File: config.mk
export PLATFORM = sky130hd
export DESIGN_NAME = vr_stall_injector
export DESIGN_NICKNAME = d
export VERILOG_FILES = /design/src/rtl/vr_stall_injector.sv
export SDC_FILE = /design/constraint.sdc
export NUM_CORES = 1
export LEC_CHECK = 0
export ABC_AREA = 1
export CAP_MARGIN = 25
export CORE_UTILIZATION = 28
export CTS_CLUSTER_DIAMETER = 30
export DETAILED_ROUTE_END_ITERATION = 16
export SYNTH_ARGS = -nofsm -noshare
export SYNTH_HDL_FRONTEND = slang
export SYNTH_SLANG_ARGS = --single-unit
File: constraint.sdc
create_clock -name clk -period 4 [get_ports clk]
set_clock_uncertainty 0.2 [all_clocks]
set_input_delay 0.8 -clock clk [delete_from_list [all_inputs] [get_ports clk]]
set_output_delay 0.8 -clock clk [all_outputs]
set_load 0.005 [all_outputs]
File: src/rtl/vr_stall_injector.sv
// vr_stall_injector: single-entry valid-ready slice with programmable or LFSR-driven issue and gap stalls.
// Define VR_STALL_INJ_STATS_EN to build the txn_cnt_o / stall_cnt_o statistics counters.
module vr_stall_injector #(
    parameter int unsigned DATA_W    = 64,
    parameter int unsigned DLY_W     = 4,
    parameter logic [15:0] LFSR_SEED = 16'hACE1
) (
    input  logic              clk,
    input  logic              rst,
    input  logic              flush_i,
    input  logic [1:0]        mode_i,
    input  logic [DLY_W-1:0]  issue_dly_i,
    input  logic [DLY_W-1:0]  gap_dly_i,
    input  logic              up_valid_i,
    output logic              up_ready_o,
    input  logic [DATA_W-1:0] up_data_i,
    output logic              dn_valid_o,
    input  logic              dn_ready_i,
    output logic [DATA_W-1:0] dn_data_o,
    output logic [31:0]       txn_cnt_o,
    output logic [31:0]       stall_cnt_o
);

    typedef enum logic [1:0] {IDLE, HOLD, SEND, GAP} state_t;

    // An all-zero Galois LFSR never leaves zero, so a zero seed is replaced.
    localparam logic [15:0]      SEED      = (LFSR_SEED == 16'h0000) ? 16'h0001 : LFSR_SEED;
    localparam logic [15:0]      LFSR_POLY = 16'hB400;
    localparam logic [DLY_W-1:0] CNT_ONE   = {{(DLY_W-1){1'b0}}, 1'b1};

    state_t            state, state_nxt;
    logic [DLY_W-1:0]  cnt, cnt_nxt;
    logic [15:0]       lfsr;
    logic [DLY_W-1:0]  issue_draw, gap_draw;
    logic              up_hs, dn_hs;

    assign up_ready_o = (state == IDLE) & ~flush_i;
    assign dn_valid_o = (state == SEND);
    assign up_hs      = up_valid_i & up_ready_o;
    assign dn_hs      = dn_valid_o & dn_ready_i;

    always_comb begin
        // NOTE: every output of a combinational block gets a default first; a missing branch would infer a latch.
        issue_draw = '0;
        gap_draw   = '0;
        unique case (mode_i)
            2'b00: ;
            2'b01: begin
                issue_draw = issue_dly_i;
                gap_draw   = gap_dly_i;
            end
            default: begin
                issue_draw = lfsr[DLY_W-1:0] & issue_dly_i;
                gap_draw   = lfsr[2*DLY_W-1:DLY_W] & gap_dly_i;
            end
        endcase
    end

    always_comb begin
        state_nxt = state;
        cnt_nxt   = cnt;
        if (flush_i) begin
            state_nxt = IDLE;
            cnt_nxt   = '0;
        end else begin
            unique case (state)
                IDLE: if (up_hs) begin
                    state_nxt = (issue_draw == '0) ? SEND : HOLD;
                    cnt_nxt   = issue_draw;
                end
                HOLD: begin
                    cnt_nxt = cnt - CNT_ONE;
                    if (cnt == CNT_ONE) state_nxt = SEND;
                end
                SEND: if (dn_hs) begin
                    state_nxt = (gap_draw == '0) ? IDLE : GAP;
                    cnt_nxt   = gap_draw;
                end
                GAP: begin
                    cnt_nxt = cnt - CNT_ONE;
                    if (cnt == CNT_ONE) state_nxt = IDLE;
                end
            endcase
        end
    end

    // The LFSR free-runs through stalls and flushes so random delays stay decorrelated from traffic.
    always_ff @(posedge clk or posedge rst) begin
        // NOTE: registers take non-blocking assignments so every flop samples pre-edge values.
        if (rst) begin
            state     <= IDLE;
            cnt       <= '0;
            lfsr      <= SEED;
            dn_data_o <= '0;
        end else begin
            state <= state_nxt;
            cnt   <= cnt_nxt;
            lfsr  <= {1'b0, lfsr[15:1]} ^ (lfsr[0] ? LFSR_POLY : 16'h0000);
            if (up_hs) dn_data_o <= up_data_i;
        end
    end

`ifdef VR_STALL_INJ_STATS_EN
    logic [31:0] txn_cnt, stall_cnt;

    always_ff @(posedge clk or posedge rst) begin
        if (rst) begin
            txn_cnt   <= '0;
            stall_cnt <= '0;
        end else begin
            if (dn_hs) txn_cnt <= txn_cnt + 32'd1;
            if ((state == HOLD) || (state == GAP)) stall_cnt <= stall_cnt + 32'd1;
        end
    end

    assign txn_cnt_o   = txn_cnt;
    assign stall_cnt_o = stall_cnt;
`else
    assign txn_cnt_o   = 32'h0;
    assign stall_cnt_o = 32'h0;
`endif

endmodule

==> impl_metrics.py <==
metrics = {
    "finish": {
        "fin_nets": 542,
        "num_antenna_cells": 0,
        "area_growth_pct": 39.6,
        "drive_gt1_share_pct": 20.2,
        "n_fill_cell": 1402,
        "layout.cells.non_filler": 650,
        "postLayoutCellArea_sq_um": 5820,
    },
    "grt": {
        "grt_use_met2_pct": 16.1,
        "grt_first_pass_wirelength_um": 12700,
        "grt_antenna_before_repair": 0,
        "track_usage_pct": 11.2,
        "globalRouteOverflowTotal": 0,
        "grt_pass1_vias": 2630,
        "grt_max_degree": 65,
        "grt.busiest_layer": "met2",
        "use_met1_pct": 13.0,
        "use_met3_pct": 6.23,
    },
    "floorplanning": {
        "core_area_sq_um": 14500,
        "die_w_um": 124,
        "die-area_sq_um": 15400,
        "die_h_um": 124,
        "ios": 209,
        "initial_core_util_pct": 28.7,
        "core.rowCount": 44,
    },
    "critical_path": {
        "critPathSlowestCell": "clkdlybuf4s50_1",
        "crit_path_end_kind": "output port",
        "required_ns": 3.00,
        "crit_chain": "clkdlybuf4s50_1 -> nor2_8 -> clkdlybuf4s50_1",
        "worst-setup-path-type": "input pin to output port",
        "slowest_delay_ns": 0.57,
        "cp_common_cell": "clkdlybuf4s50_1",
        "worstSetupStartpoint": "flush_i",
        "cp-start-kind": "input pin",
        "rr_startpoint": "state[0]",
        "cp.arrival_ns": 2.10,
        "cp_max_fo": 5,
        "cpLargestDelayFamily": "buffers and inverters",
        "cp_num_buf_inv": 2,
    },
    "logic_synthesis": {
        "yosysUniqueCellTypes": 25,
        "synth_seq_cells": 86,
        "avgSynthCellArea_sq_um": 13.4,
        "syn_area_sq_um": 4170,
        "yosysSeqAreaShare_pct": 51.9,
        "yosys_warnings": 0,
        "synth_cells": 311,
    },
    "place": {
        "place_congestion": 0.840,
        "post_dp_cell_area_sq_um": 5490,
        "dp_hpwl_um": 5850,
        "io_buffer_count": 144,
        "dp_cells": 633,
    },
    "clock_tree": {
        "htreeDepth": 3,
        "post-cts-setup-buffers": 0,
        "ctsHoldBuffers": 0,
        "cts_buffer_depth": 2,
        "clock_latency_ns": 0.34,
        "cts_resized": 0,
        "cts.sinks": 86,
        "cts.clk_slew.worst_paths_ns": 0.06,
        "cts_made_buffers": 9,
        "cts_tree": "yes",
        "cts-root-buf": "clkbuf_16",
    },
    "timing": {
        "timing.final.crit_share_pct": 77.5,
        "rsz0062_at_grt": "false",
        "hold_viol": 0,
        "max_slew.worst_pin.slew_ns": 0.710,
        "setup_tns_ns": 0,
        "fmax_mhz": 323,
        "slew_viol_final": 0,
        "setup_viol": 0,
        "timing.slew.headroom_pct": 52.7,
        "period_needed_ns": 3.10,
    },
    "power_and_ir_drop": {
        "vdd_drop_max_uv": 305,
        "p_per_area_nw_per_um2": 696,
        "p_total_mw": 4.05,
        "p_leak_nw": 2.80,
    },
    "routing": {
        "wl_um": 8230,
        "viasPerCell": 3.98,
        "ant_nets": 0,
        "route.detailed.drc": 0,
        "vias": 2589,
        "drt_iter0_markers": 91,
        "routedWlPerCell_um": 12.7,
        "drt-pass1-iter-count": 4,
    },
    "worst_hold_path": {
        "hold_class": "flip-flop to flip-flop",
        "hold_start": "lfsr[8]",
    },
    "job": {
        "drv_cap": 0,
    },
    "outcome": {
        "status": "finished, final reports clean",
    },
}
-- sequential cells by signal, indices dropped and copies added, names as in the netlist --
signal / count
lfsr: 16
state: 2
cnt: 4
dn_data_o: 64
-- where the power goes --
part | internal, mW | total (mW) | switching (mW)
sequential | 1.23 | 1.45 | 0.222
clock | 0.565 | 0.877 | 0.312
combinational | 1.19 | 1.72 | 0.530
-- cell usage after synthesis, drive strengths merged --
| cell | number | area share [%] |
|---|---|---|
| a21boi | 1 | 0.18 |
| xor2 | 3 | 0.63 |
| dfrtp | 78 | 47 |
| nor3 | 2 | 0.24 |
| ha | 2 | 0.60 |
| dfstp | 8 | 5.0 |
| or2 | 1 | 0.15 |
| mux2 | 64 | 23 |
| inv | 11 | 0.99 |
| o211ai | 1 | 0.18 |
| o22ai | 3 | 0.45 |
| nand3b | 1 | 0.18 |
| nor2 | 7 | 1.0 |
| o21ai | 7 | 0.84 |
| buf | 71 | 15 |
| nand2 | 42 | 4.4 |
| a21oi | 3 | 0.36 |
| nand3 | 5 | 0.60 |
| conb | 1 | 0.090 |
-- worst register-to-register path, cell delays in order (launching register included) --
cell	delay, ns
dfrtp_1	0.43
inv_2	0.14
nand2_4	0.10
nor2_8	0.14
nand2_8	0.35
mux2_4	0.55
-- cells in the final DEF (no fill, tap or decap), types with 2 or more instances in the layout --
master and instances:
o22ai_1 3, mux2_2 4, nor2_1 6, bufinv_16 2, inv_2 2, o21ai_0 7
xor2_1 3, ha_1 2, dfrtp_1 78, conb_1 64, clkdlybuf4s50_1 144, clkbuf_16 9
inv_1 8, mux2_4 60, a21oi_1 3, nor3_1 2, dfstp_2 8, nand3_1 5
buf_4 2, clkbuf_1 4, nand2_1 40
-- path summary, 6_finish.rpt --
| path | depth (start not counted) | slack, ns | endpoint |
|---|---|---|---|
| setup / recovery | 3 | 0.90 | up_ready_o |
| hold / removal | 0 | 0.15 | lfsr[7] |
| setup reg to reg | 5 | 1.98 | dn_data_o[47] |
| hold reg to reg | 0 | 0.15 | lfsr[7] |
| max in group asynchronous | 4 | 2.22 | dn_data_o[25] |
| min in group asynchronous | 2 | 0.58 | dn_data_o[39] |
-- through the flow --
step                      setup WS, ns  utilization, %  hold WS [ns]
final                            0.900            40.0         0.148
after global routing             0.846            40.0         0.152
after CTS                        0.898            39.9         0.151
after detailed placement         0.892            37.7         0.137
after global placement           0.926            37.7         0.137
after floorplan                  0.791               -         0.131
-- final cells by class --
type / count / area [sq um] / area share (%)
clock buffers: 14 / 254 / 4.36
clock inverters: 2 / 60.1 / 1.03
inverters: 11 / 42.5 / 0.731
multi-input cells: 206 / 1590 / 27.4
flip-flops and latches: 86 / 2160 / 37.2
well taps: 184 / 230 / 3.96
repair buffers: 147 / 1480 / 25.4
-- cells by family (layout without fill, tap and decap cells) --
logic type / count (synthesis) / count (layout) / synth area share (%)
DFF: 86 / 86 / 51.9
buffers and inverters: 82 / 174 / 15.6
muxes: 64 / 64 / 22.7
and+or+nand+nor: 58 / 58 / 6.54
AOI/OAI and AO/OA: 15 / 15 / 2.01
xor gates and xnor gates: 3 / 3 / 0.630
adders and majority gates: 2 / 2 / 0.600
other: 1 / 64 / 0.0899
-- per-layer routing --
| layer | share of wire, % | up-vias |
|---|---|---|
| met1 | 42 | 1220 |
| met5 | 0 | - |
| met3 | 13 | 16 |
| met4 | 2.5 | 0 |
| met2 | 42 | 165 |
| li1 | - | 1188 |
Power figures use the tool's default switching activity.
